### src/rtl/reboot_trigger.sv
`default_nettype none
// ============================================================================
// Module   : reboot_trigger
// Purpose  : Requests a board reset after either a MAGIC byte sequence arrives
//            on the UART receive stream or the user button is held low long
//            enough. A fixed countdown separates the trigger from do_reset so
//            the UART transmitter can drain; the countdown can be cancelled.
// Revision : 1.0 - initial release
// ----------------------------------------------------------------------------
// Ports
//   clk       in   1  single clock, rising edge
//   rst       in   1  asynchronous active-high reset
//   rx_data   in   8  received byte
//   rx_valid  in   1  rx_data holds a valid byte
//   rx_ready  out  1  byte accepted when rx_valid & rx_ready at an edge
//   btn_n     in   1  active-low user button, asynchronous to clk
//   cancel    in   1  aborts a pending countdown
//   pending   out  1  countdown running or reset already issued
//   do_reset  out  1  sticky reset request to the board reset block
// ============================================================================
module reboot_trigger #(
  parameter logic [31:0] MAGIC        = 32'h52535421,
  parameter int unsigned HOLD_CYCLES  = 48000000,
  parameter int unsigned DELAY_CYCLES = 1200000
) (
  input  logic       clk,
  input  logic       rst,
  input  logic [7:0] rx_data,
  input  logic       rx_valid,
  output logic       rx_ready,
  input  logic       btn_n,
  input  logic       cancel,
  output logic       pending,
  output logic       do_reset
);

  // One extra bit so the counters can hold the parameter value itself.
  localparam int unsigned HOLD_W  = $clog2(HOLD_CYCLES) + 1;
  localparam int unsigned DELAY_W = $clog2(DELAY_CYCLES) + 1;

  localparam logic [HOLD_W-1:0]  c_HOLD_MAX   = HOLD_W'(HOLD_CYCLES);
  localparam logic [HOLD_W-1:0]  c_HOLD_LAST  = HOLD_W'(HOLD_CYCLES - 1);
  localparam logic [HOLD_W-1:0]  c_HOLD_ONE   = HOLD_W'(1);
  localparam logic [DELAY_W-1:0] c_DELAY_LOAD = DELAY_W'(DELAY_CYCLES - 1);
  localparam logic [DELAY_W-1:0] c_DELAY_ONE  = DELAY_W'(1);
  localparam logic [DELAY_W-1:0] c_DELAY_ZERO = '0;

  typedef enum logic [1:0] {
    S_IDLE      = 2'd0,
    S_COUNTDOWN = 2'd1,
    S_FIRED     = 2'd2
  } state_t;

  state_t              state_q, state_d;
  logic [1:0]          idx_q, idx_d;
  logic [HOLD_W-1:0]   hold_q, hold_d;
  logic [DELAY_W-1:0]  delay_q, delay_d;
  logic                sync1_q, sync2_q;
  logic                ready_en_q;

  logic                w_accept;
  logic                w_byte_trig;
  logic                w_btn_trig;

  // MAGIC is matched most significant byte first.
  function automatic logic [7:0] magic_byte(input logic [1:0] idx);
    logic [7:0] b;
    case (idx)
      2'd0:    b = MAGIC[31:24];
      2'd1:    b = MAGIC[23:16];
      2'd2:    b = MAGIC[15:8];
      default: b = MAGIC[7:0];
    endcase
    return b;
  endfunction

  // ready_en_q keeps rx_ready low while rst is held and lets it rise on the
  // first edge after release, independent of the FSM state.
  assign rx_ready = ready_en_q & (state_q == S_IDLE);
  assign pending  = (state_q != S_IDLE);
  assign do_reset = (state_q == S_FIRED);
  assign w_accept = rx_valid & rx_ready;

  // --------------------------------------------------------------------------
  // Registers
  // --------------------------------------------------------------------------
  always_ff @(posedge clk or posedge rst) begin
    if (rst) begin
      state_q    <= S_IDLE;
      idx_q      <= 2'd0;
      hold_q     <= '0;
      delay_q    <= '0;
      sync1_q    <= 1'b1;
      sync2_q    <= 1'b1;
      ready_en_q <= 1'b0;
    end else begin
      state_q    <= state_d;
      idx_q      <= idx_d;
      hold_q     <= hold_d;
      delay_q    <= delay_d;
      sync1_q    <= btn_n;
      sync2_q    <= sync1_q;
      ready_en_q <= 1'b1;
    end
  end

  // --------------------------------------------------------------------------
  // Button hold counter: saturates at HOLD_CYCLES so a held button yields a
  // single trigger until it is released.
  // --------------------------------------------------------------------------
  always_comb begin
    hold_d     = hold_q;
    w_btn_trig = 1'b0;
    if (sync2_q) begin
      hold_d = '0;
    end else if (hold_q != c_HOLD_MAX) begin
      hold_d     = hold_q + c_HOLD_ONE;
      w_btn_trig = (hold_q == c_HOLD_LAST);
    end
  end

  // --------------------------------------------------------------------------
  // Next state, byte matcher and delay counter
  // --------------------------------------------------------------------------
  always_comb begin
    state_d     = state_q;
    idx_d       = idx_q;
    delay_d     = delay_q;
    w_byte_trig = 1'b0;

    // Bytes are only accepted in IDLE, so the matcher only moves there.
    if (w_accept) begin
      if (rx_data == magic_byte(idx_q)) begin
        if (idx_q == 2'd3) begin
          w_byte_trig = 1'b1;
          idx_d       = 2'd0;
        end else begin
          idx_d = idx_q + 2'd1;
        end
      end else if (rx_data == magic_byte(2'd0)) begin
        // A mismatching byte may itself start a new sequence.
        idx_d = 2'd1;
      end else begin
        idx_d = 2'd0;
      end
    end

    case (state_q)
      S_IDLE: begin
        if (w_byte_trig || w_btn_trig) begin
          state_d = S_COUNTDOWN;
          delay_d = c_DELAY_LOAD;
          idx_d   = 2'd0;
        end
      end
      S_COUNTDOWN: begin
        // cancel wins over firing on the same edge.
        if (cancel) begin
          state_d = S_IDLE;
          idx_d   = 2'd0;
        end else if (delay_q == c_DELAY_ZERO) begin
          state_d = S_FIRED;
        end else begin
          delay_d = delay_q - c_DELAY_ONE;
        end
      end
      S_FIRED: begin
        state_d = S_FIRED;
      end
      default: begin
        state_d = S_IDLE;
        idx_d   = 2'd0;
      end
    endcase
  end

endmodule
`default_nettype wire

### config.mk
export PLATFORM = sky130hd
export DESIGN_NAME = reboot_trigger
export DESIGN_NICKNAME = d
export VERILOG_FILES = /design/src/rtl/reboot_trigger.sv
export SDC_FILE = /design/constraint.sdc
export NUM_CORES = 1
export LEC_CHECK = 0
export ABC_AREA = 1
export BUFFER_PORTS_ARGS = -buffer_cell sky130_fd_sc_hd__buf_2
export CAP_MARGIN = 20
export CORE_MARGIN = 3
export CORE_UTILIZATION = 40
export CTS_BUF_LIST = sky130_fd_sc_hd__clkbuf_2
export DETAILED_ROUTE_END_ITERATION = 12
export GPL_ROUTABILITY_DRIVEN = 0
export PLACE_DENSITY = 0.66
export SYNTH_ARGS = -nofsm -noshare
export SYNTH_HDL_FRONTEND = slang
export SYNTH_SLANG_ARGS = --single-unit
export TNS_END_PERCENT = 30
### constraint.sdc
create_clock -name clk -period 2.28 [get_ports clk]
set_clock_uncertainty 0.2 [all_clocks]
set_input_delay 0.228 -clock clk [delete_from_list [all_inputs] [get_ports clk]]
set_output_delay 0.228 -clock clk [all_outputs]
set_load 0.01 [all_outputs]
==> impl_metrics.ini, run 1 <==
[status]
outcome = complete, no violations

[synth]
netlist_area_mm2 = 0.00362
yosysTopAreaCell = dfrtp_1
synth_edf_count = 0
synthFlopType = dfrtp_1
ys.warnings.count = 0
syn_area_per_cell_um2 = 6.71
syn_inst = 539
synth_fp_nets = 559
yosysTopAreaCellShare = 0.374
ys_top_cells_by_area = dfrtp_1 (37%), nand2_1 (15%), nor2_1 (9.2%)
synthArstFlopShare = 1.00
synthDistinctLibCells = 34
ys_ff_latch = 56
synth-seq-area-share = 0.388

[detailed_routing]
antenna_left = 0
drt_iter0_markers = 122
wl_per_cell_um = 11.4
drtPass1Iterations = 4
vias = 3319
vias_per_cell = 4.92
postRouteWirelength_mm = 7.66
drcViolationCount = 0

[sta]
rsz0062_at_grt = no
worst_slack_ns = 0.185
finalSetupTns_ns = 0
holdWs_ns = 0.0507
max_slew_margin = 0.665
slew_viol_final = 0
period_share = 0.919
setup_viol = 0
clock.fmax_mhz = 477
hold_viol = 0
tightest_slew_ns = 0.499
period_minus_slack_ns = 2.09

[layout]
final_core_util = 0.453
layout-drive-gt1-share = 0.0989
nets = 585
diodes = 0
fillers = 913
multi_input_area_mm2 = 0.00191
regArea_mm2 = 0.00140
final_common_cell = nand2_1
final_cell_mix = nand2_1 (143), nor2_1 (87), inv_1 (65), dfrtp_1 (54), nand3_1 (51)
areaGrowthSynthToFinish_pct = 9.86

[global_routing]
antenna_found_initial = 0
grt_pass1_vias = 3039
grt_overflow = 0
grt_use_total = 0.157
grt_pass1_wl_mm = 13.3
grt_max_degree = 57

[clock_network]
cts_max_level = 2
clkLatencyLatePin_ns = 0.46
cts_buffers = 5
cts.clk_slew.worst_paths_ns = 0.29
cts_root_buf = clkbuf_2
cts_buffer_depth = 2
cts_tree = done
clock-sinks = 56

[floorplan]
rows = 34
die_y_um = 101
start_util = 0.413
coreArea_mm2 = 0.00876
fp.dieW_um = 101
io_pins = 16
die-area_mm2 = 0.0102

[run]
maxCapViolCount = 0

[setup_path]
worstSetupPathType = reg -> reg
ff2ff_path_depth = 12
cp_data_required_time_ns = 2.42
rrSetupSlack_ns = 0.19
worst-path-max-fanout = 13
r2r_start = delay_q[0]
endpoint_kind = flip-flop
cp-startpoint = delay_q[0]
r2r-end = delay_q[7]
startpoint_type = flip-flop
crit_arrival_ns = 2.24

[placement]
place_hpwl_mm = 5.73
numPortBuffers = 15
dp_slack_ns = 0.201

[power_and_ir_drop]
p_leak_nw = 1.93
p_per_area_mw_per_mm2 = 746
ir_worst_vdd_mv = 0.436
power_mw = 2.97

[hold_path]
min_to = idx_q[0]
whs_path_depth = 8
hold_start = rx_data[3]
hold_path_class = in -> reg
## sequential cells by signal, summed over array words and instances (netlist names)
register / cells
state_q: 2
sync1_q: 1
ready_en_q: 1
hold_q: 27
idx_q: 2
delay_q: 22
sync2_q: 1
## worst max-delay path by stage
stage	endpoint	slack (ns)	cells after the start
floorplan	delay_q[3]	0.40	14
detailed placement	delay_q[3]	0.20	13
finish	delay_q[7]	0.19	12
global placement	delay_q[0]	0.22	13
global route	delay_q[13]	0.02	12
CTS	delay_q[7]	0.13	13
## critical path, stage by stage (launching register included)
cell and delay (ns):
dfrtp_1 0.46, inv_1 0.08, ha_1 0.22, nand2_2 0.09, nor2_4 0.14, nand2_2 0.09
nor2_4 0.10, nand2_2 0.06, nand3_2 0.08, nand2_4 0.12, buf_4 0.21, nand3_1 0.08
nand2_1 0.05
## repair_timing
| item | in CTS | in global routing |
|---|---|---|
| buffers inserted | 0 | 0 |
| hold endpoints to repair | 60 | 0 |
| hold buffers | 7 | 0 |
| endpoints found under the setup margin | 0 | 23 |
| resized for setup | 0 | 8 |
## cells in the mapped netlist (2+ instances only)
| cell type | count |
|---|---|
| nand3_1 | 52 |
| buf_2 | 2 |
| buf_4 | 2 |
| xor2_1 | 5 |
| nor2_2 | 4 |
| nand2_4 | 2 |
| dfstp_2 | 2 |
| nor3_2 | 2 |
| nor3_1 | 16 |
| inv_1 | 66 |
| nor2_4 | 2 |
| a21oi_1 | 25 |
| nand4_1 | 7 |
| dfrtp_1 | 54 |
| clkbuf_1 | 4 |
| nor2_1 | 89 |
| o21bai_1 | 2 |
| nand2_2 | 5 |
| nand3b_1 | 4 |
| o21ai_0 | 29 |
| ha_1 | 7 |
| nand2_1 | 143 |
| inv_2 | 4 |
## through the flow
step	cell area, um2	instances
floorplan	3620	539
global placement	3830	659
detailed placement	3830	659
CTS	3940	674
global route	3970	674
finish	3970	674
## area by class of cell
| class | count | share of cell area |
|---|---|---|
| Sequential cell | 56 | 0.353 |
| Tap cell | 108 | 0.0340 |
| Clock inverter | 2 | 0.00409 |
| Timing Repair Buffer | 29 | 0.0548 |
| Inverter | 70 | 0.0661 |
| Multi-Input combinational cell | 403 | 0.480 |
| Clock buffer | 6 | 0.00756 |
## logic make-up (layout without fill, tap and decap cells)
logic type / count (synthesis) / count (layout) / synth area share
AND/OR/NAND/NOR: 329 / 329 / 0.395
buffers and inverters: 80 / 107 / 0.0910
AO/OA/AOI/OAI: 61 / 61 / 0.0886
flip-flops: 56 / 56 / 0.388
adder cells (fa/ha/maj): 7 / 7 / 0.0242
XOR/XNOR: 5 / 5 / 0.0121
other: 1 / 1 / 0.00104
## layer usage
layer / wire (um) / up-vias / global-route usage
li1: - / 1763 / -
met5: 0 / - / 0
met2: 3670 / 41 / 0.263
met4: 82 / 0 / 0.0409
met1: 3660 / 1508 / 0.210
met3: 243 / 7 / 0.0263
## power breakdown
group	switching (mW)	internal (mW)	leakage, nW	total (mW)
registers	0.179	1.16	0.735	1.33
logic	0.797	0.435	1.16	1.23
clock network	0.317	0.0821	0.0292	0.399
total	1.29	1.67	1.93	2.97
Power figures use the tool's default switching activity.
==> run 2: changes to the inputs <==
- ABC_AREA: 1 -> default
- SETUP_SLACK_MARGIN: default -> 0.5
==> run 2 against run 1 <==
Net effect: the flow now finishes with violations (negative setup slack); setup slack lost 0.52 ns; routed wire length grew 3.4%; sequential share of layout area shrank 3.7 points; register-to-register slack lost 0.52 ns; fmax shrank 20%; critical path depth shrank 4; via count shrank 13%; cell count shrank 20%; global-route usage grew 1.8 points; clock power shrank 4%; core utilization grew 15 points; flip-flop and latch count is the same; critical endpoint is now delay_q[18].
==> impl_metrics.ini, run 2 <==
[synth]
synth_edf_count = 0
synth_common_cells = dfrtp_1 (54), nor2_1 (51), nand2_1 (26), o21ai_0 (17)
netlist_area_mm2 = 0.00311
ys.warnings.count = 0
yosysTopAreaCell = dfrtp_1
synthArstFlopShare = 1.00
synth-seq-area-share = 0.451
synthDistinctLibCells = 55
syn_area_per_cell_um2 = 8.99
yosysMostFrequentCell = dfrtp_1
ys_ff_latch = 56
syn_inst = 346
ys_top_cells_by_area = dfrtp_1 (43%), nor2_1 (6.2%), xor2_1 (4.2%)
synth_fp_nets = 366
yosysTopAreaCellShare = 0.434
synthFlopType = dfrtp_1

[floorplan]
die_y_um = 94.2
rows = 31
die-area_mm2 = 0.00887
start_util = 0.420
coreArea_mm2 = 0.00741
io_pins = 16
fp.dieW_um = 94.2

[setup_path]
crit_family = simple AND/OR/NAND/NOR gates
crit_arrival_ns = 2.78
worst-path-max-fanout = 4
slowest_stage = or4b_4
critical_path_buf_inv_count = 1
ff2ff_path_depth = 8
startpoint_type = flip-flop
endpoint_kind = flip-flop
worstSetupPathType = reg -> reg
slowest_delay_ns = 0.50
crit_chain = inv_2, ha_2, or4b_4, nor3_4, nand2_1, or4_4, and3_4, a211o_1
cp_data_required_time_ns = 2.45
path_depth = 8

[layout]
top_register = hold_q
largest_reg_flops = 27
final_cell_mix = buf_4 (58), dfrtp_1 (53), nor2_1 (48), nand2_1 (25), buf_6 (18)
fillers = 622
layout.cells.non_filler = 541
areaGrowthSynthToFinish_pct = 43.0
top_regs = hold_q: 27 flops, delay_q: 22 flops
final_common_cell = buf_4
nets = 461
layout-drive-gt1-share = 0.382
diodes = 0

[global_routing]
grt_pass1_vias = 2859
grt_use_total = 0.175
grt_overflow = 0
grt_max_degree = 30
grt_pass1_wl_mm = 12.6
antenna_found_initial = 0

[detailed_routing]
drt_iter0_markers = 53
postRouteWirelength_mm = 7.91
wl_per_cell_um = 14.6
vias = 2903
antenna_left = 0
drtPass1Iterations = 4
drcViolationCount = 0
vias_per_cell = 5.37

[power_and_ir_drop]
ir_worst_vdd_mv = 0.497
clkPwrFrac = 0.198
p_seq_frac = 0.562
swShare = 0.304
power_frac_comb = 0.239
p_per_area_mw_per_mm2 = 436
internal-power_mw = 1.35
p_switching_mw = 0.589
p_leak_nw = 1.93

[sta]
setup_viol = 24
period_minus_slack_ns = 2.61
slew_viol_final = 0
clock.fmax_mhz = 383
worst_slack_ns = -0.332
hold_viol = 0
period_share = 1.15
rsz0062_at_grt = yes
holdWs_ns = 0.0373

[clock_network]
cts.clk_slew.worst_paths_ns = 0.29
cts_buffers = 5
cts_root_buf = clkbuf_2
cts_max_level = 2
cts_tree = done
clock-sinks = 56
cts_buffer_depth = 2
clkLatencyLatePin_ns = 0.46

[placement]
numPortBuffers = 15
dp_slack_ns = -0.347
place_hpwl_mm = 5.02
place_inst = 505

[hold_path]
whs_path_depth = 6
hold_path_class = in -> reg

[run]
maxCapViolCount = 0

[status]
violations = negative setup slack
outcome = finished with violations
[run 2: cell count changes in the layout (fill, tap and decap cells not counted), moves of 6 or more]
cell | before | now
buf_6 | 2 | 18
inv_1 | 65 | 9
and3_1 | 0 | 6
nor2_1 | 87 | 48
o21ai_0 | 28 | 12
a21oi_1 | 25 | 12
nor3_1 | 16 | 9
buf_4 | 4 | 58
or3_1 | 0 | 11
xor2_1 | 5 | 15
nand3_1 | 51 | 13
nand2_1 | 143 | 25
[run 2: worst paths after layout]
| check | start | end | slack (ns) |
|---|---|---|---|
| hold / removal | rx_data[4] | idx_q[1] | 0.04 |
| hold reg to reg | sync1_q | sync2_q | 0.18 |
| setup / recovery | delay_q[1] | delay_q[18] | -0.33 |
| setup reg to reg | delay_q[1] | delay_q[18] | -0.33 |
| max in group asynchronous | rst | hold_q[10] | 1.42 |
| min in group asynchronous | rst | delay_q[11] | 0.12 |
[run 2: cells by family (layout without fill, tap and decap cells)]
logic type / Yosys count / in the layout / synth area share
and+or+nand+nor: 170 / 170 / 0.289
AOI/OAI and AO/OA: 64 / 64 / 0.132
DFF: 56 / 56 / 0.451
buffers and inverters: 25 / 121 / 0.0326
xor gates and xnor gates: 21 / 21 / 0.0591
adders and majority gates: 7 / 7 / 0.0282
muxes: 2 / 2 / 0.00644
other: 1 / 1 / 0.00121
[run 2: layout make-up]
class | count | area (um2) | share of cell area
inverters | 15 | 61.3 | 0.0138
multi-input cells | 265 | 1980 | 0.446
clock inverters | 3 | 13.8 | 0.00309
repair buffers | 98 | 836 | 0.188
clock buffers | 5 | 25.0 | 0.00562
flip-flops and latches | 56 | 1410 | 0.316
well taps | 99 | 124 | 0.0278
[run 2: timing repair]
item                                    CTS  global route
endpoints found under the setup margin   40            44
pin swaps                                20            22
hold buffers                              6             0
setup buffers                            16             5
endpoints found under the hold margin    59             0
gates resized for setup                  45            40
gates cloned                              1             0
[run 2: per-layer routing]
layer,vias up,GRT usage,part of all wire
li1,1425,-,-
met1,1434,0.208,0.42
met2,36,0.323,0.55
met3,8,0.0280,0.024
met4,0,0.0469,0.0096
met5,-,0,0
[run 2: per-stage QoR]
stage                     total power [mW]  area, um2   util  setup TNS, ns
after floorplan                       1.30       3170      -          -1.42
after detailed placement              1.49       3750  0.507          -3.82
after global routing                  2.03       4450  0.601          -5.87
final                                 1.94       4450  0.601          -4.30
after global placement                1.48       3750  0.507          -3.07
after CTS                             1.93       4220  0.570          -3.74
[run 2: worst min-delay path, cell delays in order]
cell and delay [ns]:
buf_2 0.10, nor4b_2 0.05, nand2_1 0.10, a21oi_4 0.06, nand3_1 0.07, a21oi_1 0.07
[run 2: power by group through the flow]
| stage | registers (mW) | logic, mW | clock network, mW |
|---|---|---|---|
| floorplan | 1.12 | 0.173 | 0 |
| global placement | 1.10 | 0.372 | 0 |
| detailed placement | 1.10 | 0.381 | 0 |
| CTS | 1.09 | 0.446 | 0.397 |
| global route | 1.10 | 0.505 | 0.430 |
| finish | 1.09 | 0.464 | 0.385 |
